## src/rtl/class_pkg.sv

```systemverilog
// Shared definitions for the class merge path: word geometry, grant
// state encoding and the class-bit consistency check.
package class_pkg;

  localparam int DATA_W    = 10;
  localparam int CLASS_BIT = 8;
  localparam int WEIGHT    = 3;

  // Last-grant state of the output arbiter.
  typedef enum logic [1:0] {
    IDLE = 2'd0,
    G0   = 2'd1,
    G1   = 2'd2
  } state_e;

  // True when a word's class bit does not match the FIFO it came from.
  function automatic logic class_bad(input logic cls_bit, input logic src_class);
    return (cls_bit != src_class);
  endfunction

endpackage

```

## src/rtl/wrr_credit_cnt.sv

```systemverilog
// Saturating credit counter that bounds consecutive class 1 grants while
// class 0 has a word waiting. at_limit tells the arbiter to serve class 0.
module wrr_credit_cnt #(
  parameter int WEIGHT = 3
) (
  input  logic clk,
  input  logic reset,
  input  logic grant1,
  input  logic grant0,
  input  logic hold,
  input  logic pend0,
  output logic at_limit
);

  localparam int CNT_W = $clog2(WEIGHT + 1);
  localparam logic [CNT_W-1:0] LIMIT = CNT_W'(WEIGHT);

  logic [CNT_W-1:0] cnt_q;
  logic [CNT_W-1:0] cnt_d;

  // Next credit value: an empty class 0 or a class 0 grant restarts the
  // count; back-pressure freezes it; class 1 grants advance it to LIMIT.
  always_comb begin
    cnt_d = cnt_q;
    if (!pend0 || grant0) begin
      cnt_d = '0;
    end else if (hold) begin
      cnt_d = cnt_q;
    end else if (grant1 && (cnt_q != LIMIT)) begin
      cnt_d = cnt_q + {{(CNT_W-1){1'b0}}, 1'b1};
    end else begin
      cnt_d = cnt_q;
    end
  end

  // Credit register with synchronous reset.
  always_ff @(posedge clk) begin
    if (reset) begin
      cnt_q <= '0;
    end else begin
      cnt_q <= cnt_d;
    end
  end

  assign at_limit = (cnt_q >= LIMIT);

endmodule

```

## src/rtl/class_out_arbiter.sv

```systemverilog
// Merges the class 0 and class 1 FIFO streams onto one registered output.
// Class 1 wins contention until it has taken WEIGHT grants in a row while
// class 0 waits; then class 0 is served once. Pops are suppressed while
// the downstream reports almost-full.
module class_out_arbiter
  import class_pkg::*;
#(
  parameter int DATA_W = 10,
  parameter int WEIGHT = 3
) (
  input  logic              clk,
  input  logic              reset,
  input  logic [DATA_W-1:0] fifo0_data,
  input  logic              fifo0_empty,
  output logic              fifo0_pop,
  input  logic [DATA_W-1:0] fifo1_data,
  input  logic              fifo1_empty,
  output logic              fifo1_pop,
  input  logic              out_almost_full,
  output logic [DATA_W-1:0] data_out,
  output logic              valid_out,
  output logic              grant_class,
  output logic              class_err
);

  state_e            state_q, state_d;
  logic [DATA_W-1:0] data_q, data_d;
  logic              valid_q, valid_d;
  logic              err_q, err_d;
  logic              pop0_s, pop1_s;
  logic              at_limit_s;
  logic              req0_s, req1_s;

  assign req0_s = !fifo0_empty;
  assign req1_s = !fifo1_empty;

  wrr_credit_cnt #(
    .WEIGHT(WEIGHT)
  ) u_credit (
    .clk     (clk),
    .reset   (reset),
    .grant1  (pop1_s),
    .grant0  (pop0_s),
    .hold    (out_almost_full),
    .pend0   (req0_s),
    .at_limit(at_limit_s)
  );

  // Pop decision: nothing under reset or back-pressure, credit-weighted
  // choice under contention, otherwise serve whichever FIFO has data.
  always_comb begin
    pop0_s = 1'b0;
    pop1_s = 1'b0;
    if (reset || out_almost_full) begin
      pop0_s = 1'b0;
      pop1_s = 1'b0;
    end else if (req0_s && req1_s) begin
      if (at_limit_s) begin
        pop0_s = 1'b1;
      end else begin
        pop1_s = 1'b1;
      end
    end else if (req0_s) begin
      pop0_s = 1'b1;
    end else if (req1_s) begin
      pop1_s = 1'b1;
    end else begin
      pop0_s = 1'b0;
      pop1_s = 1'b0;
    end
  end

  // Next state of the last-grant FSM, output word and sticky class error.
  always_comb begin
    state_d = IDLE;
    data_d  = data_q;
    valid_d = pop0_s | pop1_s;
    err_d   = err_q;
    if (pop1_s) begin
      state_d = G1;
      data_d  = fifo1_data;
      err_d   = err_q | class_bad(fifo1_data[CLASS_BIT], 1'b1);
    end else if (pop0_s) begin
      state_d = G0;
      data_d  = fifo0_data;
      err_d   = err_q | class_bad(fifo0_data[CLASS_BIT], 1'b0);
    end else begin
      state_d = IDLE;
    end
  end

  // State and output registers; reset drops any word still in flight.
  always_ff @(posedge clk) begin
    if (reset) begin
      state_q <= IDLE;
      data_q  <= '0;
      valid_q <= 1'b0;
      err_q   <= 1'b0;
    end else begin
      state_q <= state_d;
      data_q  <= data_d;
      valid_q <= valid_d;
      err_q   <= err_d;
    end
  end

  assign fifo0_pop   = pop0_s;
  assign fifo1_pop   = pop1_s;
  assign data_out    = data_q;
  assign valid_out   = valid_q;
  assign grant_class = (state_q == G1);
  assign class_err   = err_q;

endmodule

```

## config.mk

```make
export PLATFORM = sky130hd
export DESIGN_NAME = class_out_arbiter
export DESIGN_NICKNAME = d
export VERILOG_FILES = /design/src/rtl/class_pkg.sv /design/src/rtl/wrr_credit_cnt.sv /design/src/rtl/class_out_arbiter.sv
export SDC_FILE = /design/constraint.sdc
export NUM_CORES = 1
export LEC_CHECK = 0
export BUFFER_PORTS_ARGS = -buffer_cell sky130_fd_sc_hd__buf_2
export CAP_MARGIN = 20
export CORE_MARGIN = 4
export CORE_UTILIZATION = 35
export CTS_BUF_LIST = sky130_fd_sc_hd__clkbuf_16
export DETAILED_ROUTE_END_ITERATION = 8
export PLACE_DENSITY = 0.75
export SYNTH_ARGS = -nofsm -noshare
export SYNTH_HDL_FRONTEND = slang
export SYNTH_SLANG_ARGS = --single-unit
```

## constraint.sdc

```tcl
create_clock -name clk -period 3.6 [get_ports clk]
set_clock_uncertainty 0.2 [all_clocks]
set_input_delay 0.18 -clock clk [delete_from_list [all_inputs] [get_ports clk]]
set_output_delay 0.18 -clock clk [all_outputs]
set_load 0.02 [all_outputs]
```

==> results.json <==
{
  "outcome": "finished, final reports clean",
  "power.total_uw": 485,
  "clock.fmax_mhz": 429,
  "cts_hold_buf": 18,
  "clkTransAtPathRegs_ns": 0.05,
  "drc": 0,
  "required_ns": 3.59,
  "syn_avg_cell_area_um2": 10.7,
  "maxSlewViolCount": 0,
  "ys_seq_area_share_pct": 46.6,
  "drive_gt1_share_pct": 40.0,
  "max_slew_margin_pct": 55.0,
  "grt_max_degree": 17,
  "worst_pin_slew_ns": 0.674,
  "path_cells": "ha_1 > nor2_1 > nor2b_1 > a221o_1 > dlygate4sd3_1",
  "grt_pass1_vias": 734,
  "diodes": 0,
  "track_usage_pct": 15.2,
  "regArea_um2": 320,
  "antenna_left": 0,
  "layout_min_cycle_time_ns": 2.33,
  "start_kind": "flip-flop",
  "cpMaxStageDelayCell": "dlygate4sd3_1",
  "multiInputGateArea_um2": 330,
  "cts_setup_buffers": 0,
  "path_buf_inv": 1,
  "route.detailed.wl_per_inst_um": 13.0,
  "cts_tree": "yes",
  "avgViaCountPerCell": 5.10,
  "clockRootBuffer": "clkbuf_16",
  "top_level_ports": 40,
  "synth_most_common_cell": "dfxtp_1",
  "timing.rr.start": "u_credit.cnt_q[0]",
  "synth_nets": 90,
  "gp_congestion": 0.731,
  "period_share_pct": 64.7,
  "post_cts_resized": 0,
  "grt_pass1_wl_um": 3130,
  "min_from": "fifo0_empty",
  "synth_warnings": 0,
  "hold_class": "primary input to flip-flop",
  "rsz0062_at_grt": "false",
  "setup_tns_ns": 0,
  "synth.area.top_cells": "dfxtp_1 47%, a221o_1 13%, nor3b_1 9.8%, nor3_2 2.9%, nor2b_1 2.7%",
  "async_flop_share_pct": 0,
  "num_rows": 15,
  "dp_hpwl_um": 1280,
  "arrival_ns": 2.32,
  "drt_iter0_drc": 11,
  "drtPass1Iterations": 4,
  "die_height_um": 52.3,
  "peakVddDrop_v": 0.000229,
  "yosysTopAreaCellShare_pct": 46.6,
  "finalNetCount": 147,
  "synth_cell_type_count": 25,
  "core_area_um2": 1800,
  "fillers": 156,
  "htree_levels": 1,
  "clock_path_buffers": 2,
  "cp_top_family": "simple AND/OR/NAND/NOR gates",
  "dieWidth_um": 52.3,
  "setup_viol": 0,
  "powerDensity_nw_per_um2": 426,
  "r2r_slack_ns": 1.27,
  "synth_top_area_cell": "dfxtp_1",
  "crit_fanout": 10,
  "hold_violations": 0,
  "numCtsBuffers": 3,
  "synth_flop_cell": "dfxtp_1",
  "worstSetupPathType": "flip-flop to flip-flop",
  "io_buffers": 39,
  "crit_path_max_incr_delay_ns": 0.55,
  "routed_wl_um": 1880,
  "max_cap_viol_count": 0,
  "netlist_instances": 64,
  "initial_core_util_pct": 38.1,
  "clock-sinks": 16,
  "leakagePower_uw": 0.000537,
  "synth.cell_area_um2": 687,
  "clock_latency_ns": 0.24,
  "area.growth.synth_to_final_pct": 65.9,
  "endpoint_kind": "flip-flop",
  "gr-total-overflow": 0,
  "dieArea_um2": 2740,
  "timing.critical_path.from": "u_credit.cnt_q[0]",
  "vias": 739,
  "ys_seq_elements": 16,
  "synth_common_cells": "16 x dfxtp_1, 9 x a221o_1, 9 x nor3b_1, 3 x a21oi_1, 3 x nor2b_1",
  "synth_edf_count": 0,
  "antenna_found_initial": 0
}
[per-stage QoR]
stage	hold WS [ns]	utilization [%]	std cells	setup slack (ns)	area [um^2]
after detailed placement	0.206	48.9	123	1.71	881
after floorplan	0.0593	-	64	2.05	687
after CTS	0.00804	63.3	145	1.30	1140
after global routing	0.0242	63.3	145	1.14	1140
after global placement	0.204	48.9	123	1.71	881
final	0.00854	63.3	145	1.27	1140
[power breakdown]
group / internal [uW] / leakage, uW / total [uW] / switching, uW
clock: 147 / 0.0000385 / 215 / 67.8
sequential: 187 / 0.000131 / 191 / 3.77
combinational: 42.3 / 0.000367 / 79.6 / 37.3
total: 377 / 0.000537 / 485 / 109
[path summary, 6_finish.rpt]
| check | to | depth (start not counted) |
|---|---|---|
| max reg2reg | data_out[2] | 5 |
| min reg2reg | data_out[8] | 2 |
| min | u_credit.cnt_q[1] | 2 |
| max | data_out[2] | 5 |
[worst register-to-register path, delay by kind of cell (launching register included)]
family,cells,cell delay (ns)
and+or+nand+nor,2,0.63
buffers and inverters,1,0.55
DFF,1,0.35
adders and majority gates,1,0.27
AOI/OAI and AO/OA,1,0.27
[layout make-up]
cell class | instances | area share (%)
Inverter | 1 | 0.329
Timing Repair Buffer | 57 | 32.9
Clock inverter | 1 | 0.329
Multi-Input combinational cell | 42 | 29.0
Sequential cell | 16 | 28.1
Tap cell | 25 | 2.74
Clock buffer | 3 | 6.59
[state kept, by name (all words and copies together) (netlist names)]
register        count
u_credit.cnt_q      2
state_q             2
valid_out           1
class_err           1
data_out           10
[placed cells by master, fill, tap and decap left out]
| master | synthesis | layout |
|---|---|---|
| dfxtp_1 | 16 | 16 |
| dlygate4sd3_1 | 0 | 18 |
| a21oi_2 | 1 | 1 |
| nor4_1 | 1 | 1 |
| and2_4 | 1 | 1 |
| nand3b_1 | 1 | 1 |
| clkinv_1 | 0 | 1 |
| clkbuf_16 | 0 | 3 |
| nor3_2 | 2 | 2 |
| buf_2 | 2 | 39 |
| inv_1 | 1 | 1 |
| a211oi_1 | 1 | 1 |
| and2_2 | 1 | 1 |
| a21oi_1 | 3 | 3 |
| nand2b_1 | 1 | 1 |
| nand2b_4 | 1 | 1 |
| nor3_1 | 2 | 2 |
| nand3_1 | 1 | 1 |
| ha_1 | 1 | 1 |
| nor2b_1 | 3 | 3 |
| a31oi_1 | 2 | 2 |
| nor2_1 | 1 | 1 |
| nor3b_1 | 9 | 9 |
| a221o_1 | 9 | 9 |
| nor4b_1 | 1 | 1 |
[cells by family after synthesis]
| group | synth area share, % |
|---|---|
| AO/OA/AOI/OAI | 19.5 |
| adder cells (fa/ha/maj) | 1.82 |
| buffers and inverters | 5.28 |
| flip-flops | 46.6 |
| AND/OR/NAND/NOR | 26.8 |
[routing by layer]
| layer | vias to the layer above | track usage, % | part of all wire [%] |
|---|---|---|---|
| met2 | 38 | 24.6 | 50 |
| li1 | 358 | - | - |
| met5 | - | 0 | 0 |
| met4 | 0 | 9.79 | 3.6 |
| met3 | 8 | 3.99 | 8.3 |
| met1 | 335 | 17.5 | 38 |
Note: power is estimated with default switching activity, not from simulation.
